--- config.mk ---
export PLATFORM = sky130hd
export DESIGN_NAME = tlb_assoc_flat
export DESIGN_NICKNAME = d
export VERILOG_FILES = /design/src/rtl/tlb_assoc_if.sv /design/src/rtl/tlb_assoc.sv /design/src/flat_wrapper.sv
export SDC_FILE = /design/constraint.sdc
export NUM_CORES = 2
export LEC_CHECK = 0
export BUFFER_PORTS_ARGS = -buffer_cell sky130_fd_sc_hd__clkbuf_2
export CORE_MARGIN = 2
export CORE_UTILIZATION = 57
export CTS_CLUSTER_SIZE = 25
export DETAILED_ROUTE_END_ITERATION = 10
export PLACE_DENSITY = 0.74
export SLEW_MARGIN = 40
export SYNTH_ARGS = -nofsm -noshare
export SYNTH_HDL_FRONTEND = slang
export SYNTH_SLANG_ARGS = --single-unit
--- constraint.sdc ---
create_clock -name clk -period 3.8 [get_ports clk]
set_clock_uncertainty 0.15 [all_clocks]
set_input_delay 0.76 -clock clk [delete_from_list [all_inputs] [get_ports clk]]
set_output_delay 0.76 -clock clk [all_outputs]
set_load 0.1 [all_outputs]
--- src/rtl/tlb_assoc_if.sv ---
// Bundle of the MMU lookup port and the CP0 management ports of tlb_assoc.
// master = pipeline/CP0 side, slave = the TLB itself.
interface tlb_assoc_if #(
  parameter int ENTRIES = 16,
  parameter int ASID_W  = 8
);
  localparam int IDX_W  = $clog2(ENTRIES);
  localparam int DATA_W = 64 + ASID_W;

  logic              lk_req;
  logic [31:0]       lk_vaddr;
  logic              lk_write;
  logic [ASID_W-1:0] lk_asid;
  logic              lk_valid;
  logic [31:0]       lk_paddr;
  logic              lk_refill;
  logic              lk_invalid;
  logic              lk_modified;

  logic              wr_en;
  logic              wr_random;
  logic [IDX_W-1:0]  wr_index;
  logic [DATA_W-1:0] wr_data;
  logic              wired_we;
  logic [IDX_W-1:0]  wired_data;
  logic [IDX_W-1:0]  random_o;

  logic              probe_req;
  logic [18:0]       probe_vpn2;
  logic [ASID_W-1:0] probe_asid;
  logic              probe_done;
  logic              probe_hit;
  logic [IDX_W-1:0]  probe_index;

  logic              rd_req;
  logic [IDX_W-1:0]  rd_index;
  logic [DATA_W-1:0] rd_data;

  logic [31:0]       stat_hits;
  logic [31:0]       stat_misses;

  modport master (
    output lk_req, lk_vaddr, lk_write, lk_asid,
    output wr_en, wr_random, wr_index, wr_data, wired_we, wired_data,
    output probe_req, probe_vpn2, probe_asid,
    output rd_req, rd_index,
    input  lk_valid, lk_paddr, lk_refill, lk_invalid, lk_modified,
    input  random_o, probe_done, probe_hit, probe_index, rd_data,
    input  stat_hits, stat_misses
  );

  modport slave (
    input  lk_req, lk_vaddr, lk_write, lk_asid,
    input  wr_en, wr_random, wr_index, wr_data, wired_we, wired_data,
    input  probe_req, probe_vpn2, probe_asid,
    input  rd_req, rd_index,
    output lk_valid, lk_paddr, lk_refill, lk_invalid, lk_modified,
    output random_o, probe_done, probe_hit, probe_index, rd_data,
    output stat_hits, stat_misses
  );
endinterface

--- src/rtl/tlb_assoc.sv ---
// Fully-associative MIPS-style TLB: ASID/global match, even/odd page pairs, Wired/Random pointer.
// Define TLB_STATS_EN to build the saturating hit/refill counters; otherwise stat outputs are tied to 0.
module tlb_assoc #(
  parameter int ENTRIES = 16,
  parameter int ASID_W  = 8
) (
  input logic         clk,
  input logic         rst,
  tlb_assoc_if.slave  bus
);
  localparam int IDX_W  = $clog2(ENTRIES);
  localparam int DATA_W = 64 + ASID_W;
  localparam int VPN_LO = 45 + ASID_W;
  localparam logic [IDX_W-1:0] IDX_MAX = IDX_W'(ENTRIES - 1);

  logic [DATA_W-1:0] entries [ENTRIES];

  function automatic logic ent_match(input logic [DATA_W-1:0] e,
                                     input logic [18:0]       vpn2,
                                     input logic [ASID_W-1:0] asid);
    return (e[DATA_W-1:VPN_LO] == vpn2) && (e[44] || (e[VPN_LO-1:45] == asid));
  endfunction

  // lowest matching index wins: scan downward so the last assignment is the lowest
  logic             lk_hit;
  logic [IDX_W-1:0] lk_idx;
  logic             pb_hit;
  logic [IDX_W-1:0] pb_idx;

  always_comb begin
    lk_hit = 1'b0;
    lk_idx = '0;
    pb_hit = 1'b0;
    pb_idx = '0;
    for (int i = ENTRIES - 1; i >= 0; i--) begin
      if (ent_match(entries[i], bus.lk_vaddr[31:13], bus.lk_asid)) begin
        lk_hit = 1'b1;
        lk_idx = IDX_W'(i);
      end
      if (ent_match(entries[i], bus.probe_vpn2, bus.probe_asid)) begin
        pb_hit = 1'b1;
        pb_idx = IDX_W'(i);
      end
    end
  end

  logic [DATA_W-1:0] lk_ent;
  logic              lk_unmapped;
  logic              lk_odd;
  logic              pg_v;
  logic              pg_d;
  logic [19:0]       pg_pfn;

  assign lk_ent      = entries[lk_idx];
  assign lk_unmapped = (bus.lk_vaddr[31:30] == 2'b10);
  assign lk_odd      = bus.lk_vaddr[12];
  assign pg_v        = lk_odd ? lk_ent[22] : lk_ent[0];
  assign pg_d        = lk_odd ? lk_ent[23] : lk_ent[1];
  assign pg_pfn      = lk_odd ? lk_ent[43:24] : lk_ent[21:2];

  logic [31:0] paddr_d;
  logic        refill_d;
  logic        invalid_d;
  logic        modified_d;

  always_comb begin
    paddr_d    = '0;
    refill_d   = 1'b0;
    invalid_d  = 1'b0;
    modified_d = 1'b0;
    if (lk_unmapped)
      paddr_d = {3'b000, bus.lk_vaddr[28:0]};
    else if (!lk_hit)
      refill_d = 1'b1;
    else if (!pg_v)
      invalid_d = 1'b1;
    else if (bus.lk_write && !pg_d)
      modified_d = 1'b1;
    else
      paddr_d = {pg_pfn, bus.lk_vaddr[11:0]};
  end

  logic        lk_valid_q;
  logic [31:0] lk_paddr_q;
  logic        lk_refill_q;
  logic        lk_invalid_q;
  logic        lk_modified_q;

  always_ff @(posedge clk or negedge rst) begin
    if (!rst) begin
      lk_valid_q    <= 1'b0;
      lk_paddr_q    <= '0;
      lk_refill_q   <= 1'b0;
      lk_invalid_q  <= 1'b0;
      lk_modified_q <= 1'b0;
    end else begin
      lk_valid_q <= bus.lk_req;
      if (bus.lk_req) begin
        lk_paddr_q    <= paddr_d;
        lk_refill_q   <= refill_d;
        lk_invalid_q  <= invalid_d;
        lk_modified_q <= modified_d;
      end
    end
  end

  logic [IDX_W-1:0] wired_q;
  logic [IDX_W-1:0] random_q;
  logic [IDX_W-1:0] wr_addr;

  assign wr_addr = bus.wr_random ? random_q : bus.wr_index;

  always_ff @(posedge clk or negedge rst) begin
    if (!rst) begin
      wired_q  <= '0;
      random_q <= IDX_MAX;
    end else if (bus.wired_we) begin
      wired_q  <= bus.wired_data;
      random_q <= IDX_MAX;
    end else if ((wired_q >= IDX_MAX) || (random_q == wired_q)) begin
      random_q <= IDX_MAX;
    end else begin
      random_q <= random_q - IDX_W'(1);
    end
  end

  always_ff @(posedge clk or negedge rst) begin
    if (!rst) begin
      for (int i = 0; i < ENTRIES; i++)
        entries[i] <= '0;
    end else if (bus.wr_en) begin
      entries[wr_addr] <= bus.wr_data;
    end
  end

  logic             pb_done_q;
  logic             pb_hit_q;
  logic [IDX_W-1:0] pb_idx_q;
  logic [DATA_W-1:0] rd_data_q;

  always_ff @(posedge clk or negedge rst) begin
    if (!rst) begin
      pb_done_q <= 1'b0;
      pb_hit_q  <= 1'b0;
      pb_idx_q  <= '0;
      rd_data_q <= '0;
    end else begin
      pb_done_q <= bus.probe_req;
      if (bus.probe_req) begin
        pb_hit_q <= pb_hit;
        pb_idx_q <= pb_idx;
      end
      if (bus.rd_req)
        rd_data_q <= entries[bus.rd_index];
    end
  end

`ifdef TLB_STATS_EN
  logic [31:0] hits_q;
  logic [31:0] misses_q;

  always_ff @(posedge clk or negedge rst) begin
    if (!rst) begin
      hits_q   <= '0;
      misses_q <= '0;
    end else if (bus.lk_req && !lk_unmapped) begin
      if (lk_hit && (hits_q != 32'hFFFF_FFFF))
        hits_q <= hits_q + 32'd1;
      if (!lk_hit && (misses_q != 32'hFFFF_FFFF))
        misses_q <= misses_q + 32'd1;
    end
  end

  assign bus.stat_hits   = hits_q;
  assign bus.stat_misses = misses_q;
`else
  assign bus.stat_hits   = '0;
  assign bus.stat_misses = '0;
`endif

  assign bus.lk_valid    = lk_valid_q;
  assign bus.lk_paddr    = lk_paddr_q;
  assign bus.lk_refill   = lk_refill_q;
  assign bus.lk_invalid  = lk_invalid_q;
  assign bus.lk_modified = lk_modified_q;
  assign bus.random_o    = random_q;
  assign bus.probe_done  = pb_done_q;
  assign bus.probe_hit   = pb_hit_q;
  assign bus.probe_index = pb_idx_q;
  assign bus.rd_data     = rd_data_q;
endmodule
--- src/flat_wrapper.sv ---
// flat-port wrapper written by rule: the top's interface ports become plain ports
module tlb_assoc_flat 
#(
  parameter int ENTRIES = 16,
  parameter int ASID_W  = 8
)
  (clk, rst, bus_lk_req, bus_lk_vaddr, bus_lk_write, bus_lk_asid, bus_wr_en, bus_wr_random, bus_wr_index, bus_wr_data, bus_wired_we, bus_wired_data, bus_probe_req, bus_probe_vpn2, bus_probe_asid, bus_rd_req, bus_rd_index, bus_lk_valid, bus_lk_paddr, bus_lk_refill, bus_lk_invalid, bus_lk_modified, bus_random_o, bus_probe_done, bus_probe_hit, bus_probe_index, bus_rd_data, bus_stat_hits, bus_stat_misses);
  tlb_assoc_if #(.ENTRIES(ENTRIES), .ASID_W(ASID_W)) bus_i ();
  input logic clk;
  input logic rst;
  input wire logic [$bits(bus_i.lk_req)-1:0] bus_lk_req;
  input wire logic [$bits(bus_i.lk_vaddr)-1:0] bus_lk_vaddr;
  input wire logic [$bits(bus_i.lk_write)-1:0] bus_lk_write;
  input wire logic [$bits(bus_i.lk_asid)-1:0] bus_lk_asid;
  input wire logic [$bits(bus_i.wr_en)-1:0] bus_wr_en;
  input wire logic [$bits(bus_i.wr_random)-1:0] bus_wr_random;
  input wire logic [$bits(bus_i.wr_index)-1:0] bus_wr_index;
  input wire logic [$bits(bus_i.wr_data)-1:0] bus_wr_data;
  input wire logic [$bits(bus_i.wired_we)-1:0] bus_wired_we;
  input wire logic [$bits(bus_i.wired_data)-1:0] bus_wired_data;
  input wire logic [$bits(bus_i.probe_req)-1:0] bus_probe_req;
  input wire logic [$bits(bus_i.probe_vpn2)-1:0] bus_probe_vpn2;
  input wire logic [$bits(bus_i.probe_asid)-1:0] bus_probe_asid;
  input wire logic [$bits(bus_i.rd_req)-1:0] bus_rd_req;
  input wire logic [$bits(bus_i.rd_index)-1:0] bus_rd_index;
  output wire logic [$bits(bus_i.lk_valid)-1:0] bus_lk_valid;
  output wire logic [$bits(bus_i.lk_paddr)-1:0] bus_lk_paddr;
  output wire logic [$bits(bus_i.lk_refill)-1:0] bus_lk_refill;
  output wire logic [$bits(bus_i.lk_invalid)-1:0] bus_lk_invalid;
  output wire logic [$bits(bus_i.lk_modified)-1:0] bus_lk_modified;
  output wire logic [$bits(bus_i.random_o)-1:0] bus_random_o;
  output wire logic [$bits(bus_i.probe_done)-1:0] bus_probe_done;
  output wire logic [$bits(bus_i.probe_hit)-1:0] bus_probe_hit;
  output wire logic [$bits(bus_i.probe_index)-1:0] bus_probe_index;
  output wire logic [$bits(bus_i.rd_data)-1:0] bus_rd_data;
  output wire logic [$bits(bus_i.stat_hits)-1:0] bus_stat_hits;
  output wire logic [$bits(bus_i.stat_misses)-1:0] bus_stat_misses;
  assign bus_i.lk_req = bus_lk_req;
  assign bus_i.lk_vaddr = bus_lk_vaddr;
  assign bus_i.lk_write = bus_lk_write;
  assign bus_i.lk_asid = bus_lk_asid;
  assign bus_i.wr_en = bus_wr_en;
  assign bus_i.wr_random = bus_wr_random;
  assign bus_i.wr_index = bus_wr_index;
  assign bus_i.wr_data = bus_wr_data;
  assign bus_i.wired_we = bus_wired_we;
  assign bus_i.wired_data = bus_wired_data;
  assign bus_i.probe_req = bus_probe_req;
  assign bus_i.probe_vpn2 = bus_probe_vpn2;
  assign bus_i.probe_asid = bus_probe_asid;
  assign bus_i.rd_req = bus_rd_req;
  assign bus_i.rd_index = bus_rd_index;
  assign bus_lk_valid = bus_i.lk_valid;
  assign bus_lk_paddr = bus_i.lk_paddr;
  assign bus_lk_refill = bus_i.lk_refill;
  assign bus_lk_invalid = bus_i.lk_invalid;
  assign bus_lk_modified = bus_i.lk_modified;
  assign bus_random_o = bus_i.random_o;
  assign bus_probe_done = bus_i.probe_done;
  assign bus_probe_hit = bus_i.probe_hit;
  assign bus_probe_index = bus_i.probe_index;
  assign bus_rd_data = bus_i.rd_data;
  assign bus_stat_hits = bus_i.stat_hits;
  assign bus_stat_misses = bus_i.stat_misses;
  tlb_assoc #(.ENTRIES(ENTRIES), .ASID_W(ASID_W)) u_core (.clk(clk), .rst(rst), .bus(bus_i));
endmodule
# After elaboration in Yosys (flattened, before gate mapping)
# Cells that the tools add are included.
totals:
  register_bits: 1274
classes:
  n_reduce_logical: 68
  n_addsub: 1
  mux: 92
  bitwise_logic: 3
  magnitude_cmp: 5
  n_eq_ne: 66
op_table:
  columns: ["op", "n"]
  rows:
  - ["bitwise mux 1152 bit", 1]
  - ["== test 19 bit", 32]
  - ["binary-select mux 72 bit (select 4 bit)", 2]
  - ["demux 72 bit (select 4 bit)", 1]
  - ["== test 8 bit", 32]
  - ["two-way mux 72 bit", 3]
  - ["two-way mux 4 bit", 35]
  - ["two-way mux 32 bit", 4]
  - ["two-way mux 44 bit", 2]
  - ["two-way mux 1 bit", 43]
  - ["logical AND 1 bit", 34]
  - ["logical OR 1 bit", 33]
  - ["two-way mux 20 bit", 1]
  - ["greater-or-equal comparator 5 bit (second input constant)", 3]
  - ["NOT 4 -> 5 bit", 3]
  - ["< comparator 5 x 1 -> 1 bit (second input constant)", 1]
  - ["== test 4 bit", 1]
  - ["greater-or-equal comparator 4 bit (second input constant)", 1]
  - ["subtractor 4 x 1 -> 4 bit (second input constant)", 1]
  - ["== test 2 bit (second input constant)", 1]
  - ["logical NOT 1 bit", 1]

# Depth between registers and ports, before layout
logic_depth:
  word_depth: 30
  mapped_depth: 19
  depth_no_buf: 13

# Worst setup path after synthesis
# Ideal clock, no wire load.
synth_path:
  path_kind: "input to register"
  startpoint: "input port bus_lk_vaddr[21]"
  endpoint: "register u_core.lk_paddr_q[18], in the netlist u_core.bus.lk_paddr[18]"
  arrival_time_ns: 4.385
  slack_ns: -0.864
  stages: 16
  required_time_ns: 3.521
  cell_sequence: "buf_2 buf_2 xor2_1 nor4_1 nand4_1 nor3_1 nor4_1 a221o_1 a21oi_2 buf_2 buf_2 mux2i_1 a211oi_1 or4b_2 o31ai_1 o21ai_0"
synth_between:
  elab_chain_len: 29
  word_cells_on_any_way: 77
synth_lines:
  columns: ["element", "line", "rtl"]
  rows:
  - ["start: declaration", "flat_wrapper.sv:12", "input wire logic [$bits(bus_i.lk_vaddr)-1:0] bus_lk_vaddr;"]
  - ["== test 19 bit", "tlb_assoc.sv:21", "return (e[DATA_W-1:VPN_LO] == vpn2) && (e[44] || (e[VPN_LO-1:45] == asid));"]
  - ["logical AND 1 bit", "tlb_assoc.sv:21", null]
  - ["two-way mux 4 bit (16 in a row)", "tlb_assoc.sv:36", "if (ent_match(entries[i], bus.lk_vaddr[31:13], bus.lk_asid)) begin"]
  - ["NOT 4 -> 5 bit (implied by the code)", "tlb_assoc.sv:54", "assign lk_ent = entries[lk_idx];"]
  - ["binary-select mux 72 bit (select 4 bit)", "tlb_assoc.sv:54", null]
  - ["two-way mux 44 bit (implied by the code) (2 in a row)", "tlb_assoc.sv:54", null]
  - ["two-way mux 1 bit", "tlb_assoc.sv:58", "assign pg_d = lk_odd ? lk_ent[23] : lk_ent[1];"]
  - ["logical NOT 1 bit", "tlb_assoc.sv:77", "else if (bus.lk_write && !pg_d)"]
  - ["logical AND 1 bit", "tlb_assoc.sv:77", null]
  - ["two-way mux 32 bit", "tlb_assoc.sv:77", null]
  - ["two-way mux 32 bit", "tlb_assoc.sv:75", "else if (!pg_v)"]
  - ["two-way mux 32 bit (*)", "tlb_assoc.sv:73", "else if (!lk_hit)"]
  - ["two-way mux 32 bit (*)", "tlb_assoc.sv:71", "if (lk_unmapped)"]
  - ["end signal: assignment", "tlb_assoc.sv:99", "lk_paddr_q <= paddr_d;"]
  - ["end: declaration", "tlb_assoc.sv:84", "logic [31:0] lk_paddr_q;"]
# Mark *: on every way between the ends. The rest lies on a longest branch, timed or not. The select of a mux whose other input is x is not followed.
# A chain may end at the register's enable or synchronous reset.

# Worst setup path in the final report
layout_path:
  startpoint: "input port bus_lk_vaddr[18]"
  endpoint: "register u_core.lk_paddr_q[18], in the netlist u_core.bus.lk_paddr[18]"
layout_between:
  elab_chain_len: 29
  word_cells_on_any_way: 77
layout_lines:
  columns: ["element", "line"]
  rows:
  - ["== test 19 bit", "tlb_assoc.sv:21"]
  - ["logical AND 1 bit", "tlb_assoc.sv:21"]
  - ["two-way mux 4 bit (16 in a row)", "tlb_assoc.sv:36"]
  - ["NOT 4 -> 5 bit (implied by the code)", "tlb_assoc.sv:54"]
  - ["binary-select mux 72 bit (select 4 bit)", "tlb_assoc.sv:54"]
  - ["two-way mux 44 bit (implied by the code) (2 in a row)", "tlb_assoc.sv:54"]
  - ["two-way mux 1 bit", "tlb_assoc.sv:58"]
  - ["logical NOT 1 bit", "tlb_assoc.sv:77"]
  - ["logical AND 1 bit", "tlb_assoc.sv:77"]
  - ["two-way mux 32 bit", "tlb_assoc.sv:77"]
  - ["two-way mux 32 bit", "tlb_assoc.sv:75"]
  - ["two-way mux 32 bit", "tlb_assoc.sv:73"]
  - ["two-way mux 32 bit (*)", "tlb_assoc.sv:71"]
# Marks and branches as above.

==> results.yml <==
floorplan:
  design.die.area_mm2: 0.132
  ios: 342
  core_region_area_mm2: 0.128
  initial_core_util_pct: 57.6
  die_h_um: 364
  std_cell_rows: 131
  die_x_um: 364
cts:
  clk-insertion-delay-late_ns: 0.82
  htree_levels: 4
  tritoncts.num_buffers: 144
  cts.clk_slew.worst_paths_ns: 0.06
  cts_root_buf: "clkbuf_16"
  cts-root-to-sink-buffers: 3
  clkSinkCount: 1274
  cts_tree: "done"
routing:
  drt-total-wl_mm: 277
  drt_drc_violations_left: 0
  drt_iter0_markers: 6907
  route.antenna.remaining_nets: 0
  vias: 57300
  wl_per_cell_um: 31.9
  drt_pre_antenna_iters: 8
  viasPerCell: 6.59
placement:
  place.gp.congestion: 1.07
  dp_hpwl_mm: 194
  preCtsSetupSlack_ns: -2.01
  io_buffer_count: 277
sta:
  finalSetupViolations: 34
  tightest_slew_ns: 0.804
  fin_crit_sh_pct: 124
  period_minus_slack_ns: 4.73
  worst_slew_margin_rel_pct: 46.4
  timing.fmax_ghz: 0.212
  final-max-slew-violation-count: 0
  timing.final.ws_setup_ns: -0.925
  totalNegativeSetupSlack_ns: -28.74
  grt_setup_unrepaired: "true"
  final_hold_viol_count: 0
worst_hold_path:
  hold_path.class: "in2reg"
critical_path:
  timing.critical_path.cells: "clkbuf_2, buf_6, xor2_1, nor4_1, buf_4, nand2_1, or4_4, o2111ai_4, a2bb2oi_4, buf_12, nor2_4, buf_12, buf_4, nand3_1, o221ai_2, o311a_4, a311oi_4, buf_4, nand4_4, buf_12, buf_16, o21ai_1"
  critPathLaunchType: "primary input"
  timing.critical_path.required_ns: 4.38
  cp_max_fo: 9
  timing.critical_path.arrival_ns: 5.30
  worst_path_cell_with_the_longest_stage_delay: "or4_4"
  crit_path_end_kind: "flip-flop"
  cpPeakStageDelay_ns: 0.47
  critical_path_class: "in2reg"
run:
  max-cap-violations: 0
run_status:
  run_status: "finished with violations"
  violations: "negative setup slack"
logic_synthesis:
  postSynthRegisterBits: 1274
  post_synth_inst_count: 5827
  syn-cell-area_mm2: 0.0737
  ys.warnings.count: 0
  syn_area_per_cell_um2: 12.7
  yosys_most_used_dff: "dfrtp_1"
  yosysSeqAreaShare_pct: 43.2
  async_reset_ff_share_pct: 100
  synth.lib_cells_used.distinct: 75
  synth_edf_count: 0
grt:
  grt_start_max_net_pins: 118
  antenna_violations_before_repair: 34
  grt_overflow: 0
  number_of_global_route_vias_before_repair: 58000
  total_grt_usage_pct: 41.8
  grt_first_pass_wirelength_mm: 399
layout:
  finish.utilization_pct: 71.0
  combined_flip_flop_and_latch_cell_area_mm2: 0.0319
  drive_above_1_share_pct: 48.7
  area_taken_by_multi_input_logic_gates_mm2: 0.0403
  num-fill-cells: 8941
  area.growth.synth_to_final_pct: 23.3
  final_net_count: 7007
power:
  cellPowerDensity_mw_per_mm2: 612
  worst_ir_drop_vdd_v: 0.000556
  p_leak_nw: 41.7
stage by stage:
stage | cells | area [um^2] | hold WS [ns] | power [mW]
2_1_floorplan | 5890 | 74300 | 0.314 | 32.5
3_3_place_gp | 8374 | 84600 | 0.326 | 40.2
3_5_place_dp | 8374 | 84600 | 0.332 | 40.8
4_1_cts | 8668 | 90200 | 0.00539 | 55.2
5_1_grt | 8695 | 90900 | 0.0437 | 57.5
6_report | 8697 | 90900 | 0.0484 | 55.6
cell usage in the layout (no fill, tap or decap), types with 10 or more instances in the layout:
| cell type | count |
|---|---|
| xor2_1 | 763 |
| conb_1 | 64 |
| xnor2_1 | 102 |
| o22ai_1 | 19 |
| and3_1 | 37 |
| a21oi_1 | 73 |
| o21ai_1 | 12 |
| nand2_4 | 16 |
| nand3_1 | 105 |
| o221a_2 | 12 |
| clkbuf_16 | 149 |
| o22ai_2 | 16 |
| mux4_2 | 361 |
| diode_2 | 10 |
| a221o_1 | 65 |
| nor4_2 | 14 |
| dfrtp_1 | 1265 |
| o21ai_2 | 10 |
| o21ai_0 | 47 |
| mux2_2 | 1254 |
| nor4_1 | 184 |
| buf_4 | 940 |
| buf_6 | 16 |
| nand2_1 | 353 |
| mux2i_1 | 188 |
| nor2b_1 | 21 |
| inv_1 | 33 |
| clkbuf_2 | 270 |
| nor3_1 | 18 |
| clkbuf_1 | 30 |
| buf_12 | 131 |
| clkbuf_8 | 32 |
| nand4_1 | 38 |
| a211oi_1 | 32 |
| clkinv_2 | 29 |
| nor2_1 | 27 |
| or4b_4 | 10 |
| a31oi_1 | 23 |
cell usage after synthesis (5+ instances only):
cell type  count  area (um^2)
and2_1         5         31.3
nand4_1       38          238
and3_1        39          244
a21o_1         5         37.5
a211oi_1      33          248
mux2_2      1256        14100
o32ai_1        5         43.8
o211ai_1       5         37.5
mux2i_1      190         1900
o221a_2       13          146
nor4_1       202         1260
buf_1         45          169
a221o_1       65          651
o2111ai_1      5         43.8
xor2_1       768         6730
a21oi_1       75          375
nor2_1        30          113
mux4_2       361         8130
nand3_1      107          536
nor3_1        22          110
or4b_1         9         90.1
nand2_1      374         1400
or4b_2         7         70.1
buf_2         81          405
buf_4         89          668
nor2b_1       23          144
inv_1         33          124
or4_1          8         60.1
a31oi_1       24          150
o31ai_1       17          128
o22ai_1       36          225
o21ai_0       60          300
or3_1         10         62.6
dfrtp_1     1270        31800
clkbuf_1     346         1300
xnor2_1      102          893
o21ai_1       10         50.1
sequential cells by signal, summed over array words and instances (netlist names):
| register | count |
|---|---|
| u_core.entries | 1152 |
| u_core.bus.rd_data | 72 |
| u_core.bus.lk_paddr | 32 |
| u_core.bus.probe_index | 4 |
| u_core.bus.random_o | 4 |
| u_core.wired_q | 4 |
| u_core.bus.lk_invalid | 1 |
| u_core.bus.lk_modified | 1 |
| u_core.bus.lk_refill | 1 |
| u_core.bus.lk_valid | 1 |
| u_core.bus.probe_done | 1 |
| u_core.bus.probe_hit | 1 |
critical path: cells and delay by family:
family          cells  cell delay (ns)
xor+xnor            1             0.10
compound gates      6             1.53
simple gates        6             1.08
buf+inv             9             1.79
logic make-up after synthesis:
kind of cell / Yosys count / synth area share (%)
compound gates: 389 / 3.83
xor+xnor: 870 / 10.3
fa+ha+maj: 1 / 0.0170
buf+inv: 598 / 3.68
flops: 1274 / 43.2
mux: 1807 / 32.8
other cells: 1 / 0.00509
simple gates: 887 / 6.10
metal layers:
layer | part of all wire [%] | GRT usage [%]
met5 | 0.055 | 0
met4 | 8.4 | 30.7
met3 | 9.0 | 8.66
met2 | 46 | 64.1
met1 | 37 | 52.8
where the power goes:
part	switching [mW]	internal (mW)	leakage, nW	total, mW
sequential	3.33	17.6	16.1	20.9
combinational	10.9	9.60	23.3	20.5
clock	6.04	8.18	2.37	14.2
final timing paths:
kind	start	endpoint	slack [ns]	depth (start not counted)
worst max-delay path	bus_lk_vaddr[18]	u_core.bus.lk_paddr[18]	-0.93	22
worst max register to register	u_core.entries[922]	u_core.bus.lk_paddr[18]	-0.90	18
max in group asynchronous	rst	u_core.entries[589]	1.97	4
min in group asynchronous	rst	u_core.entries[998]	0.31	2
worst min register to register	u_core.bus.random_o[0]	u_core.bus.random_o[0]	0.35	1
worst min-delay path	bus_lk_vaddr[4]	u_core.bus.lk_paddr[4]	0.05	3
repair_timing:
action                                  in CTS  in global routing
hold buffers                                 2                  0
buffers inserted                            26                 24
pin swaps                                   28                 54
endpoints found under the setup margin      35                 34
resized for setup                           78                 84
gates cloned                                 9                  4
endpoints found under the hold margin       43                  0
cell type report:
cell class | instances | area share, %
Antenna cell | 10 | 0.0275
Clock buffer | 207 | 4.60
Clock inverter | 51 | 0.670
Inverter | 33 | 0.136
Multi-Input combinational cell | 4019 | 44.4
Sequential cell | 1274 | 35.1
Tap cell | 1729 | 2.38
Timing Repair Buffer | 1374 | 12.8
(Power assumes the default switching activity.)
